File: config.mk
export PLATFORM = sky130hd
export DESIGN_NAME = adder_result_collector
export DESIGN_NICKNAME = d
export VERILOG_FILES = /design/src/rtl/adder_pkg.sv /design/src/rtl/adder_result_collector_sync_fifo_ptr.sv /design/src/rtl/adder_result_collector.sv
export SDC_FILE = /design/constraint.sdc
export NUM_CORES = 1
export LEC_CHECK = 0
export ABC_CLOCK_PERIOD_IN_PS = 3000
export BUFFER_PORTS_ARGS = -buffer_cell sky130_fd_sc_hd__buf_2
export CORE_MARGIN = 1.5
export CORE_UTILIZATION = 45
export CTS_CLUSTER_SIZE = 10
export DETAILED_ROUTE_END_ITERATION = 6
export PLACE_DENSITY = 0.67
export SYNTH_ARGS = -nofsm -noshare
export SYNTH_HDL_FRONTEND = slang
export SYNTH_SLANG_ARGS = --single-unit
File: constraint.sdc
create_clock -name clk -period 3 [get_ports clk]
set_clock_uncertainty 0.1 [all_clocks]
set_input_delay 0.15 -clock clk [delete_from_list [all_inputs] [get_ports clk]]
set_output_delay 0.15 -clock clk [all_outputs]
set_load 0.1 [all_outputs]
File: src/rtl/adder_pkg.sv
// Shared adder definitions: operand width, result width and the result type
// used by the adder, its interface and the downstream collector.
package adder_pkg;

    localparam int unsigned ADDER_OP_W = 4;
    localparam int unsigned DATA_W     = 7;

    typedef logic [DATA_W-1:0] adder_result_t;

endpackage : adder_pkg

File: src/rtl/adder_result_collector_sync_fifo_ptr.sv
// Pointer / occupancy bookkeeping for a synchronous FIFO of DEPTH entries.
// Ports:
//   clk, reset       - clock, synchronous active-high reset
//   push, pop        - qualified write / read strobes for this cycle
//   wr_ptr, rd_ptr   - next write slot / current head slot
//   count            - occupancy 0..DEPTH
//   full, empty      - count == DEPTH / count == 0
//   valid            - head holds data (registered complement of empty)
module sync_fifo_ptr #(
    parameter int unsigned DEPTH = 8
) (
    input  logic                       clk,
    input  logic                       reset,
    input  logic                       push,
    input  logic                       pop,
    output logic [$clog2(DEPTH)-1:0]   wr_ptr,
    output logic [$clog2(DEPTH)-1:0]   rd_ptr,
    output logic [$clog2(DEPTH):0]     count,
    output logic                       full,
    output logic                       empty,
    output logic                       valid
);

    localparam int unsigned PTR_W = $clog2(DEPTH);
    localparam int unsigned CNT_W = PTR_W + 1;

    logic [PTR_W-1:0] wr_ptr_q, wr_ptr_d;
    logic [PTR_W-1:0] rd_ptr_q, rd_ptr_d;
    logic [CNT_W-1:0] count_q, count_d;
    logic             full_q, full_d;
    logic             empty_q, empty_d;
    logic             valid_q, valid_d;

    // Next-state: pointers wrap naturally, flags derived from next count
    always_comb begin
        wr_ptr_d = wr_ptr_q;
        rd_ptr_d = rd_ptr_q;
        count_d  = count_q;
        if (push) begin
            wr_ptr_d = wr_ptr_q + PTR_W'(1);
        end
        if (pop) begin
            rd_ptr_d = rd_ptr_q + PTR_W'(1);
        end
        case ({push, pop})
            2'b10:   count_d = count_q + CNT_W'(1);
            2'b01:   count_d = count_q - CNT_W'(1);
            default: count_d = count_q;
        endcase
        full_d  = (count_d == CNT_W'(DEPTH));
        empty_d = (count_d == '0);
        valid_d = (count_d != '0);
    end

    always_ff @(posedge clk) begin
        if (reset) begin
            wr_ptr_q <= '0;
            rd_ptr_q <= '0;
            count_q  <= '0;
            full_q   <= 1'b0;
            empty_q  <= 1'b1;
            valid_q  <= 1'b0;
        end else begin
            wr_ptr_q <= wr_ptr_d;
            rd_ptr_q <= rd_ptr_d;
            count_q  <= count_d;
            full_q   <= full_d;
            empty_q  <= empty_d;
            valid_q  <= valid_d;
        end
    end

    assign wr_ptr = wr_ptr_q;
    assign rd_ptr = rd_ptr_q;
    assign count  = count_q;
    assign full   = full_q;
    assign empty  = empty_q;
    assign valid  = valid_q;

endmodule : sync_fifo_ptr

File: src/rtl/adder_result_collector.sv
// Buffers adder results in a show-ahead FIFO, hands them to a consumer over
// valid/ready, and tracks a running total plus a saturating drop counter.
// Ports:
//   clk, reset            - clock, synchronous active-high reset
//   in_valid, in_sum      - adder result stream (no backpressure)
//   out_valid, out_ready  - consumer handshake; out_sum is the FIFO head
//   count, full, empty    - FIFO occupancy status
//   total                 - wrapping sum of every accepted result
//   drop_cnt, overflow    - results lost while full; sticky loss flag
module adder_result_collector
    import adder_pkg::*;
#(
    parameter int unsigned DEPTH  = 8,
    parameter int unsigned ACC_W  = 16,
    parameter int unsigned DROP_W = 8
) (
    input  logic                     clk,
    input  logic                     reset,
    input  logic                     in_valid,
    input  adder_result_t            in_sum,
    output logic                     out_valid,
    input  logic                     out_ready,
    output adder_result_t            out_sum,
    output logic [$clog2(DEPTH):0]   count,
    output logic                     full,
    output logic                     empty,
    output logic [ACC_W-1:0]         total,
    output logic [DROP_W-1:0]        drop_cnt,
    output logic                     overflow
);

    localparam int unsigned PTR_W = $clog2(DEPTH);

    logic [PTR_W-1:0] wr_ptr;
    logic [PTR_W-1:0] rd_ptr;
    logic             pop;
    logic             push;
    logic             drop;

    adder_result_t    mem [DEPTH];

    logic [ACC_W-1:0]  total_q, total_d;
    logic [DROP_W-1:0] drop_q, drop_d;
    logic              overflow_q, overflow_d;

    // A full FIFO still accepts a write when the head leaves on the same edge
    assign pop  = out_valid && out_ready;
    assign push = in_valid && (!full || pop);
    assign drop = in_valid && full && !pop;

    sync_fifo_ptr #(
        .DEPTH (DEPTH)
    ) u_ptr (
        .clk    (clk),
        .reset  (reset),
        .push   (push),
        .pop    (pop),
        .wr_ptr (wr_ptr),
        .rd_ptr (rd_ptr),
        .count  (count),
        .full   (full),
        .empty  (empty),
        .valid  (out_valid)
    );

    // Storage needs no reset; contents are only observed behind out_valid
    always_ff @(posedge clk) begin
        if (!reset && push) begin
            mem[wr_ptr] <= in_sum;
        end
    end

    assign out_sum = mem[rd_ptr];

    // Accumulator and loss tracking
    always_comb begin
        total_d    = total_q;
        drop_d     = drop_q;
        overflow_d = overflow_q;
        if (push) begin
            total_d = total_q + ACC_W'(in_sum);
        end
        if (drop) begin
            overflow_d = 1'b1;
            if (drop_q != '1) begin
                drop_d = drop_q + DROP_W'(1);
            end
        end
    end

    always_ff @(posedge clk) begin
        if (reset) begin
            total_q    <= '0;
            drop_q     <= '0;
            overflow_q <= 1'b0;
        end else begin
            total_q    <= total_d;
            drop_q     <= drop_d;
            overflow_q <= overflow_d;
        end
    end

    assign total    = total_q;
    assign drop_cnt = drop_q;
    assign overflow = overflow_q;

endmodule : adder_result_collector

* After elaboration in Yosys (flattened, before gate mapping)
Memory sizes are Yosys's and may differ from the RTL's. A register that Yosys moved wholly into a read port is not among the register bits.
Index checks and enable logic that the tools add are counted.
W data, S select, Z words.
** Operators by class
- Reductions and logical operators :: 12
- Muxes and demuxes :: 5
- Equality and inequality tests :: 4
- Add/subtract/negate cells :: 6
** Operator list (count)
- $add A16 B7 Y16 :: 1
- $add A8 B1 Y8 const B :: 1
- $ne A8 B8 Y1 const B :: 1
- $pmux W4 S2 :: 1
- $add A3 B1 Y3 const B :: 2
- $mux W3 :: 2
- $logic_and A1 B1 Y1 :: 5
- $add A4 B1 Y4 const B :: 1
- $eq A4 B4 Y1 const B :: 1
- $logic_not A4 Y1 :: 1
- $reduce_bool A4 Y1 :: 1
- $sub A4 B1 Y4 const B :: 1
- $logic_not A1 Y1 :: 3
- $eq A2 B1 Y1 const B :: 1
- $eq A2 B2 Y1 const B :: 1
- $mux W1 :: 2
- $reduce_and A2 Y1 :: 1
- $logic_or A1 B1 Y1 :: 1
** Storage, ports and cells
- Register bits :: 38
- Memories kept :: 1
- RAM bits :: 56
- Input bits :: 11
- Output and inout port bits :: 39
** Memories
- mem :: words 8, bits a word 7, rd ports 1, clocked after memory_dff 1, wr ports 1, line adder_result_collector.sv:40 : adder_result_t mem [DEPTH];

* Logic depth before layout (Yosys ltp)
Gate-level depths: netlist of the first run.
- Depth in word-level cells :: 6
- Gate-level depth with buffers :: 13
- Depth with buffers taken out :: 10

* Cells and area by module
From an unflattened synthesis of the first run, not the netlist that was laid out.
** Unflattened totals
- Cells, all modules :: 314
- Area, all modules :: 4098.9 µm²
** Modules (own cells, without submodules)
- adder_result_collector :: cells an instance 254, seq. area each 2182.1 µm², times used 1, area each 3512.1 µm²
- sync_fifo_ptr :: cells an instance 60, seq. area each 260.2 µm², times used 1, area each 586.8 µm²

* Least setup slack after synthesis of the first run
No wires, ideal clock.
- Path kind :: register to register
- From :: reg u_ptr.full_q (netlist: u_ptr.full)
- To :: reg u_ptr.valid_q (netlist: u_ptr.valid)
- Library setup time :: 0.120 ns
- Path slack :: -0.642 ns
- Cell stages (with the launch flop) :: 14
- Data required time :: 2.780 ns
- Clock period less this slack :: 3.642 ns
- Data arrival time :: 3.423 ns
- Cell sequence :: dfxtp_1 > a21bo_1 > buf_6 > and2_4 > buf_8 > inv_2 > buf_2 > ha_1 > xor2_1 > ha_1 > a21oi_1 > mux2_2 > mux2_2 > o31a_1
** Between the ends
- Word-level cells in the longest chain between the ends :: 6
** Ends and longest elaborated chain
- start, declared :: line adder_result_collector_sync_fifo_ptr.sv:30 : logic full_q, full_d;
- start signal, assigned :: line adder_result_collector_sync_fifo_ptr.sv:67 : full_q <= full_d;
- $logic_not A1 Y1 * :: line adder_result_collector.sv:48 : assign push = in_valid && (!full || pop);
- $logic_or A1 B1 Y1 * :: line adder_result_collector.sv:48
- $logic_and A1 B1 Y1 * :: line adder_result_collector.sv:48
- $eq A2 B1 Y1 or $eq A2 B2 Y1 (tied branches) :: line adder_result_collector_sync_fifo_ptr.sv:45 : case ({push, pop})
- $pmux W4 S2 * :: line adder_result_collector_sync_fifo_ptr.sv:45
- $reduce_bool A4 Y1 * :: line adder_result_collector_sync_fifo_ptr.sv:52 : valid_d = (count_d != '0);
- end signal, assigned :: line adder_result_collector_sync_fifo_ptr.sv:69 : valid_q <= valid_d;
- end, declared :: line adder_result_collector_sync_fifo_ptr.sv:32 : logic valid_q, valid_d;
Every way passes the cells marked *; elsewhere a longest branch is shown, timed or not.
A chain may end at the register's enable or synchronous reset.

* Final worst setup path of the first run
Ends and elaborated chain as after synthesis.

==> flow_summary.json, run 1 <==
{
  "relSlewSlack_pct": 33.0,
  "syn_nets": 353,
  "synth_cells": 328,
  "row_count": 35,
  "ys_async_sr_fraction_pct": 0,
  "cts_tree": "yes",
  "synth_most_common_cell": "edfxtp_1",
  "yosysWarnings": 0,
  "yosys-top-cells-area": "edfxtp_1, dfxtp_1, mux4_2",
  "clk_latency_ps": 350,
  "critPathKind": "reg2reg",
  "syn_area_um2": 4250,
  "timing.final.crit_share_pct": 85.7,
  "status": "complete, no violations",
  "antennaDiodeCount": 0,
  "path_clk_slew_ps": 90,
  "hp-class": "in2reg",
  "grt_max_degree": 40,
  "post_cts_buffers": 0,
  "power.switching_mw": 1.26,
  "wl_per_cell_um": 17.1,
  "cts_buffer_depth": 2,
  "gr-total-overflow": 0,
  "placedCellCount": 481,
  "yosysTopAreaCellShare_pct": 39.5,
  "clkSinkCount": 97,
  "drt_iter0_drc": 203,
  "via_count": 2826,
  "place_area_um2": 4640,
  "grtUsageTotal_pct": 17.9,
  "synth_common_cells": "edfxtp_1, dfxtp_1, a21oi_1",
  "wirelength_um": 8550,
  "cap_viol_max_count": 0,
  "floorplan.initialDensity_pct": 46.2,
  "cp-start-kind": "flop",
  "htreeDepth": 3,
  "ir_drop_uv": 614,
  "max_freq_mhz": 389,
  "area_growth_pct": 13.7,
  "worstPathRequired_ps": 3150,
  "synth_seq_area_share_pct": 58.8,
  "tns_ps": 0,
  "root_buffer": "clkbuf_8",
  "final_nets": 408,
  "die_area_um2": 10000,
  "viasPerCell": 5.66,
  "die_h_um": 100,
  "p_seq_share_pct": 46.6,
  "synth_edf_count": 56,
  "port_buffers": 49,
  "grt_pass1_wl_um": 13700,
  "drt-pass1-iter-count": 4,
  "final_area_um2": 4840,
  "power.clock.fraction_pct": 23.2,
  "nFillCells": 825,
  "place_congestion": 0.876,
  "regToRegSetupSlack_ps": 430,
  "crit_path_max_fanout": 9,
  "antenna_found_initial": 0,
  "worst_pin_slew_ps": 1000,
  "min_period_ps": 2570,
  "cts_buffers": 9,
  "pin_count": 50,
  "drc_errors": 0,
  "core_area_um2": 9200,
  "die_w_um": 100,
  "p_per_area_nw_per_um2": 684,
  "drive_above_1_share_pct": 26.5,
  "ant_nets": 0,
  "p_leak_nw": 1.76,
  "post-dp-hpwl_um": 5700,
  "pwr-share-comb_pct": 30.3,
  "drv_slew": 0,
  "synth_top_cell_by_area": "edfxtp_1",
  "ctsResizeCount": 0,
  "end_kind": "flop",
  "ys_types": 53,
  "synth-main-ff-cell": "edfxtp_1",
  "p_sw_share_pct": 38.1,
  "hold_viol": 0,
  "ys_seq_elements": 97,
  "rsz0062_at_grt": "false",
  "arrival_ps": 2720,
  "first_global_vias": 2701,
  "final_cell_count_no_fill": 499,
  "internal_power_mw": 2.05,
  "setup_viol": 0,
  "synth.avg_cell_area_um2": 13.0
}
## placed cells by master (no fill, tap or decap), types with 3 or more instances in the layout
cell	instances
edfxtp_1	56
buf_2	49
dfxtp_1	39
a21oi_1	24
nor2_1	23
nand2_1	18
nand3_1	15
mux4_2	14
o31ai_1	11
ha_1	11
mux2_2	10
or4_1	10
xor2_1	9
o21ai_0	9
clkbuf_8	9
buf_4	6
nor2b_1	5
inv_1	4
nand4_1	4
a211oi_1	3
a21o_1	3
xnor2_1	3
clkinv_4	3
## per-stage QoR
step / total power [mW] / hold slack (ps) / util [%] / worst slack, ps
6_report: 3.31 / 11.0 / 52.6 / 430
3_3_place_gp: 2.56 / 341 / 50.5 / 517
3_5_place_dp: 2.57 / 353 / 50.5 / 474
4_1_cts: 3.33 / 0.502 / 52.6 / 437
5_1_grt: 3.44 / 0.222 / 52.6 / 352
2_1_floorplan: 2.40 / 149 / - / 18.3
## path summary, 6_finish.rpt
| kind | endpoint | from | depth (start not counted) |
|---|---|---|---|
| worst max register to register | u_ptr.valid | u_ptr.full | 10 |
| worst min-delay path | mem[5][6] | in_sum[6] | 1 |
| worst max-delay path | u_ptr.valid | u_ptr.full | 10 |
| worst min register to register | total[0] | total[0] | 2 |
## kinds of logic (layout without fill, tap and decap cells)
kind of cell,Yosys count,in the layout,synth area share [%]
fa+ha+maj,14,14,4.30
flops,97,97,58.8
simple gates,91,91,11.2
mux,27,27,10.8
buf+inv,19,79,2.26
xor+xnor,12,12,2.47
compound gates,68,68,10.2
## registers in the layout, indices dropped and copies added (netlist names), 3 cells and up, named ones only
register	cells
drop_cnt	8
total	16
u_ptr.rd_ptr	3
mem	56
u_ptr.wr_ptr	3
u_ptr.count	4
## repair_timing
item | CTS | global route
hold endpoints to repair | 12 | 0
hold buffers | 2 | 0
setup endpoints to repair | 0 | 0
## area by class of cell
class	instances	area (µm²)	area share, %
well taps	111	139	2.87
repair buffers	57	310	6.42
inverters	6	22.5	0.466
clock inverters	6	45.0	0.931
clock buffers	10	128	2.64
multi-input cells	212	1680	34.8
flip-flops and latches	97	2510	51.9
## power groups by stage
stage                     clock network [mW]  registers [mW]  logic (mW)
after floorplan                            0            1.86       0.541
after global placement                     0            1.57       0.989
after detailed placement                   0            1.57        1.00
after CTS                              0.784            1.54        1.01
after global routing                   0.831            1.55        1.06
final                                  0.766            1.54        1.00
## critical path: stages, from the launching register on
cell and delay, ps:
dfxtp_4 360, a21bo_1 190, and2_4 200, inv_2 70
ha_4 180, xor2_1 160, ha_2 190, a21oi_2 130
mux2_4 330, mux2_2 310, o31a_1 250
## layer usage
metal / global-route usage, % / wire length [µm] / up-vias
met4: 7.69 / 167 / 0
li1: - / - / 1372
met5: 0 / 0 / -
met3: 3.06 / 245 / 15
met2: 28.9 / 4080 / 58
met1: 23.9 / 4060 / 1381
(Power assumes the default switching activity.)
==> run 2, diff against run 1 <==
SYNTH_HIERARCHICAL = 1   (was default)
==> run 2 against run 1 <==
Effect of this change: clock power up 5.2%; register-to-register slack lost 70 ps; worst setup slack worse by 65 ps; via count is 6.2% lower; sequential cell count is 3 lower; sequential share of layout area shrank 0.67 points; global-route usage shrank 0.38 points; critical endpoint is now u_ptr/full; largest power group unchanged; highest routed layer unchanged.
==> flow_summary.json, run 2 <==
{
  "final_area_um2": 4780,
  "worst_pin_slew_ps": 794,
  "grt_max_degree": 37,
  "min_to": "mem[3][3]",
  "regToRegSetupSlack_ps": 360,
  "post_cts_buffers": 0,
  "timing.final.crit_share_pct": 87.8,
  "row_count": 34,
  "power_mw": 3.28,
  "pin_count": 50,
  "drc_errors": 0,
  "nFillCells": 750,
  "r2r-end": "u_ptr/full",
  "final_nets": 407,
  "hp-class": "in2reg",
  "syn_nets": 339,
  "status": "complete, no violations",
  "synth_most_common_cell": "edfxtp_1",
  "ir_drop_uv": 251,
  "r2r_start": "u_ptr/full",
  "viasPerCell": 5.36,
  "cap_viol_max_count": 0,
  "hold_viol": 0,
  "drt_iter0_drc": 95,
  "die_h_um": 98.4,
  "ys_seq_elements": 94,
  "synth_edf_count": 56,
  "die_w_um": 98.4,
  "top_register": "mem",
  "r2r_cells": 10,
  "htreeDepth": 3,
  "synth_cells": 314,
  "min_path_cells": 1,
  "cts_tree": "yes",
  "syn_area_um2": 4100,
  "most-common-layout-cells": "edfxtp_1, buf_2, nor2_1",
  "cts_buffers": 9,
  "antenna_found_initial": 0,
  "drv_slew": 0,
  "largest_reg_flops": 56,
  "antennaDiodeCount": 0,
  "clkSinkCount": 94,
  "via_count": 2651,
  "arrival_ps": 2800,
  "timing.hold.ws_ps": 7.95,
  "synth_common_cells": "edfxtp_1, dfxtp_1, nor2_1",
  "fin_util_pct": 54.6,
  "yosysTopAreaCellShare_pct": 41.0,
  "min_from": "in_sum[3]",
  "area_growth_pct": 16.7,
  "relSlewSlack_pct": 47.0,
  "worstPathRequired_ps": 3170,
  "p_leak_nw": 1.78,
  "yosys-top-cells-area": "edfxtp_1, dfxtp_1, mux4_2",
  "min_period_ps": 2640,
  "critPathKind": "reg2reg",
  "cp-start-kind": "flop",
  "drive_above_1_share_pct": 27.6,
  "ys_async_sr_fraction_pct": 0,
  "setup_viol": 0,
  "ys_types": 47,
  "max_freq_mhz": 380,
  "grt_pass1_wl_um": 13200,
  "placedCellCount": 472,
  "synth_top_cell_by_area": "edfxtp_1",
  "drt-pass1-iter-count": 4,
  "end_kind": "flop",
  "tns_ps": 0,
  "fin_ws_ps": 365,
  "cts_buffer_depth": 2,
  "ant_nets": 0,
  "place_area_um2": 4520,
  "yosysWarnings": 6,
  "layout_commonest_cell": "edfxtp_1",
  "p_per_area_nw_per_um2": 685,
  "die_area_um2": 9690,
  "gr-total-overflow": 0,
  "path_clk_slew_ps": 110,
  "clk_latency_ps": 360,
  "wirelength_um": 7940,
  "grtUsageTotal_pct": 17.5,
  "crit_path_max_fanout": 7,
  "post-dp-hpwl_um": 5330,
  "wl_per_cell_um": 16.0,
  "pre_cts_slack_ps": 401,
  "floorplan.initialDensity_pct": 46.8,
  "root_buffer": "clkbuf_8",
  "synth.avg_cell_area_um2": 13.1,
  "first_global_vias": 2691,
  "place_congestion": 0.825,
  "synth_seq_area_share_pct": 59.6,
  "rsz0062_at_grt": "false",
  "core_area_um2": 8760,
  "final_cell_count_no_fill": 495,
  "synth-main-ff-cell": "edfxtp_1",
  "port_buffers": 49
}
## run 2: cell type report
type | count | area (µm²) | share of cell area [%]
Clock buffer | 9 | 124 | 2.59
Sequential cell | 94 | 2450 | 51.2
Clock inverter | 7 | 63.8 | 1.33
Multi-Input combinational cell | 204 | 1590 | 33.2
Tap cell | 108 | 135 | 2.83
Inverter | 6 | 22.5 | 0.471
Timing Repair Buffer | 67 | 398 | 8.32
## run 2: cells by family after synthesis
| kind of cell | after synthesis | share of synthesized area [%] |
|---|---|---|
| AOI/OAI and AO/OA | 45 | 7.17 |
| xor gates and xnor gates | 24 | 5.13 |
| adders and majority gates | 14 | 4.46 |
| buffers and inverters | 16 | 1.65 |
| DFF | 94 | 59.6 |
| muxes | 25 | 10.6 |
| and+or+nand+nor | 96 | 11.4 |
## run 2: critical path, cell delays in order, from the launching register on
cell and delay [ps]:
dfxtp_4 350, a21boi_4 150, or2b_1 240, inv_1 70
inv_1 50, ha_1 200, nand2b_1 160, or4b_1 470
a31oi_1 220, xnor2_1 230, and4bb_2 280
## run 2: worst max-delay path by stage
stage                start    endpoint  depth (start not counted)
4_1_cts         u_ptr/full  u_ptr/full                         10
3_5_place_dp    u_ptr/full  u_ptr/full                         10
3_3_place_gp    u_ptr/full  u_ptr/full                         10
5_1_grt         u_ptr/full  u_ptr/full                         10
2_1_floorplan  u_ptr/valid  u_ptr/full                         12
6_report        u_ptr/full  u_ptr/full                         10
## run 2: routing by layer
metal	routed length [µm]	GRT usage (%)
met2	3860	29.2
met5	0	0
met4	162	7.58
met1	3530	22.0
met3	390	3.97
## run 2: where the power goes
group          switching (mW)  leakage [nW]  internal (mW)
registers              0.0656         0.817           1.43
clock network           0.484        0.0956          0.322
logic                   0.714         0.865          0.257
total                    1.26          1.78           2.01
## run 2: what timing repair did
item,in CTS,in global routing
hold buffers,7,0
endpoints found under the setup margin,0,0
hold endpoints to repair,45,0
gates resized for setup,0,0
==> run 3, diff against run 2 <==
BUFFER_PORTS_ARGS = default   (was -buffer_cell sky130_fd_sc_hd__buf_2)
DONT_BUFFER_PORTS = 1   (was default)
PLACE_DENSITY = default   (was 0.67)
==> run 3 against run 2 <==
Effect of this change: worst hold slack better by 51 ps; sequential cell count unchanged; critical path depth unchanged; via count down 2.8%; largest cell class unchanged; wire length up 2.0%.
==> flow_summary.json, run 3 (same netlist as run 2, synthesis figures left out) <==
{
  "drive_above_1_share_pct": 23.8,
  "die_h_um": 98.4,
  "floorplan.initialDensity_pct": 46.8,
  "cp-start-kind": "flop",
  "ant_nets": 0,
  "cts_buffers": 9,
  "cts_tree": "yes",
  "port_buffers": 0,
  "final_nets": 390,
  "regToRegSetupSlack_ps": 380,
  "htreeDepth": 3,
  "largest_reg_flops": 56,
  "topRoutingLayerUsed": "met4",
  "dr_wl_met3_um": 434,
  "core_area_um2": 8760,
  "min_path_cells": 3,
  "clk_latency_ps": 360,
  "grtUsageTotal_pct": 18.0,
  "die_area_um2": 9690,
  "root_buffer": "clkbuf_8",
  "p_leak_nw": 1.73,
  "crit_path_max_fanout": 4,
  "grt_pass1_wl_um": 13400,
  "wl_met2_um": 4050,
  "arrival_ps": 2780,
  "r2r-end": "u_ptr/full",
  "cap_viol_max_count": 0,
  "row_count": 34,
  "min_from": "in_valid",
  "drt_iter0_drc": 151,
  "wl_per_cell_um": 16.9,
  "seqCellArea_um2": 2450,
  "hold_viol": 0,
  "hp-class": "in2reg",
  "r2r_cells": 10,
  "gr-total-overflow": 0,
  "grt_max_degree": 41,
  "antennaDiodeCount": 0,
  "p_per_area_nw_per_um2": 706,
  "via_count": 2578,
  "timing.hold.ws_ps": 59.3,
  "first_global_vias": 2698,
  "drv_slew": 0,
  "cts_buffer_depth": 2,
  "clkSinkCount": 94,
  "relSlewSlack_pct": 32.8,
  "pin_count": 50,
  "most-common-layout-cells": "edfxtp_1, buf_4, nor2_1",
  "tns_ps": 0,
  "drc_errors": 0,
  "status": "complete, no violations",
  "timing.final.crit_share_pct": 87.4,
  "area_growth_pct": 18.0,
  "post_cts_buffers": 0,
  "wirelength_um": 8100,
  "worst_pin_slew_ps": 1010,
  "die_w_um": 98.4,
  "layout_commonest_cell": "edfxtp_1",
  "ctsResizeCount": 0,
  "max_freq_mhz": 381,
  "ir_drop_uv": 305,
  "end_kind": "flop",
  "drt-pass1-iter-count": 4,
  "multiInputGateArea_um2": 1590,
  "place_congestion": 0.807,
  "min_period_ps": 2620,
  "rsz0062_at_grt": "false",
  "critPathKind": "reg2reg",
  "r2r_start": "u_ptr/full",
  "worstPathRequired_ps": 3150,
  "nFillCells": 760,
  "top_register": "mem",
  "fin_util_pct": 55.2,
  "power_mw": 3.41,
  "min_to": "drop_cnt[0]",
  "viasPerCell": 5.39,
  "setup_viol": 0,
  "antenna_found_initial": 0,
  "met1_length_um": 3480,
  "path_clk_slew_ps": 90,
  "post-dp-hpwl_um": 5300
}
[run 3: how the worst max path moves through the flow]
stage | start | cells past startpoint | end
floorplan | u_ptr/valid | 12 | u_ptr/full
global placement | u_ptr/full | 10 | u_ptr/full
detailed placement | u_ptr/full | 10 | u_ptr/full
CTS | u_ptr/full | 10 | u_ptr/full
global route | u_ptr/full | 10 | u_ptr/full
finish | u_ptr/full | 10 | u_ptr/full
[run 3: where the power goes]
part | leakage, nW | total (mW) | switching (mW) | internal [mW]
Clock | 0.109 | 0.951 | 0.469 | 0.482
Sequential | 0.817 | 1.54 | 0.103 | 1.43
Combinational | 0.802 | 0.927 | 0.665 | 0.262
Total | 1.73 | 3.41 | 1.24 | 2.18
[run 3: layout make-up]
class	instances	share of cell area, %
timing repair buffer	50	8.48
sequential	94	50.6
inverter	6	0.466
clock buffer	9	2.56
clock inverter	7	2.20
tap	108	2.79
multi-input combinational	204	32.9
[run 3: stage by stage]
step                instances  instance area [µm²]  worst slack [ps]
finish                    478                 4840               377
global route              478                 4840               208
CTS                       478                 4840               370
detailed placement        452                 4500               397
global placement          452                 4500               464
floorplan                 314                 4110              14.7
[run 3: repair_timing]
item	4_1_cts	5_1_grt
hold buffers	10	0
hold endpoints to repair	94	0
endpoints found under the setup margin	0	0
[run 3: critical path: stages (launching register included)]
cell,delay [ps]
dfxtp_4,350
a21boi_4,130
or2b_1,230
inv_1,70
inv_1,50
ha_1,210
nand2b_1,160
or4b_1,470
a31oi_1,250
xnor2_1,220
and4bb_2,270
[run 3: layer usage]
metal	vias up	GRT usage, %
li1	1265	-
met1	1258	22.7
met2	45	29.8
met3	10	4.61
met4	0	7.15
met5	-	0
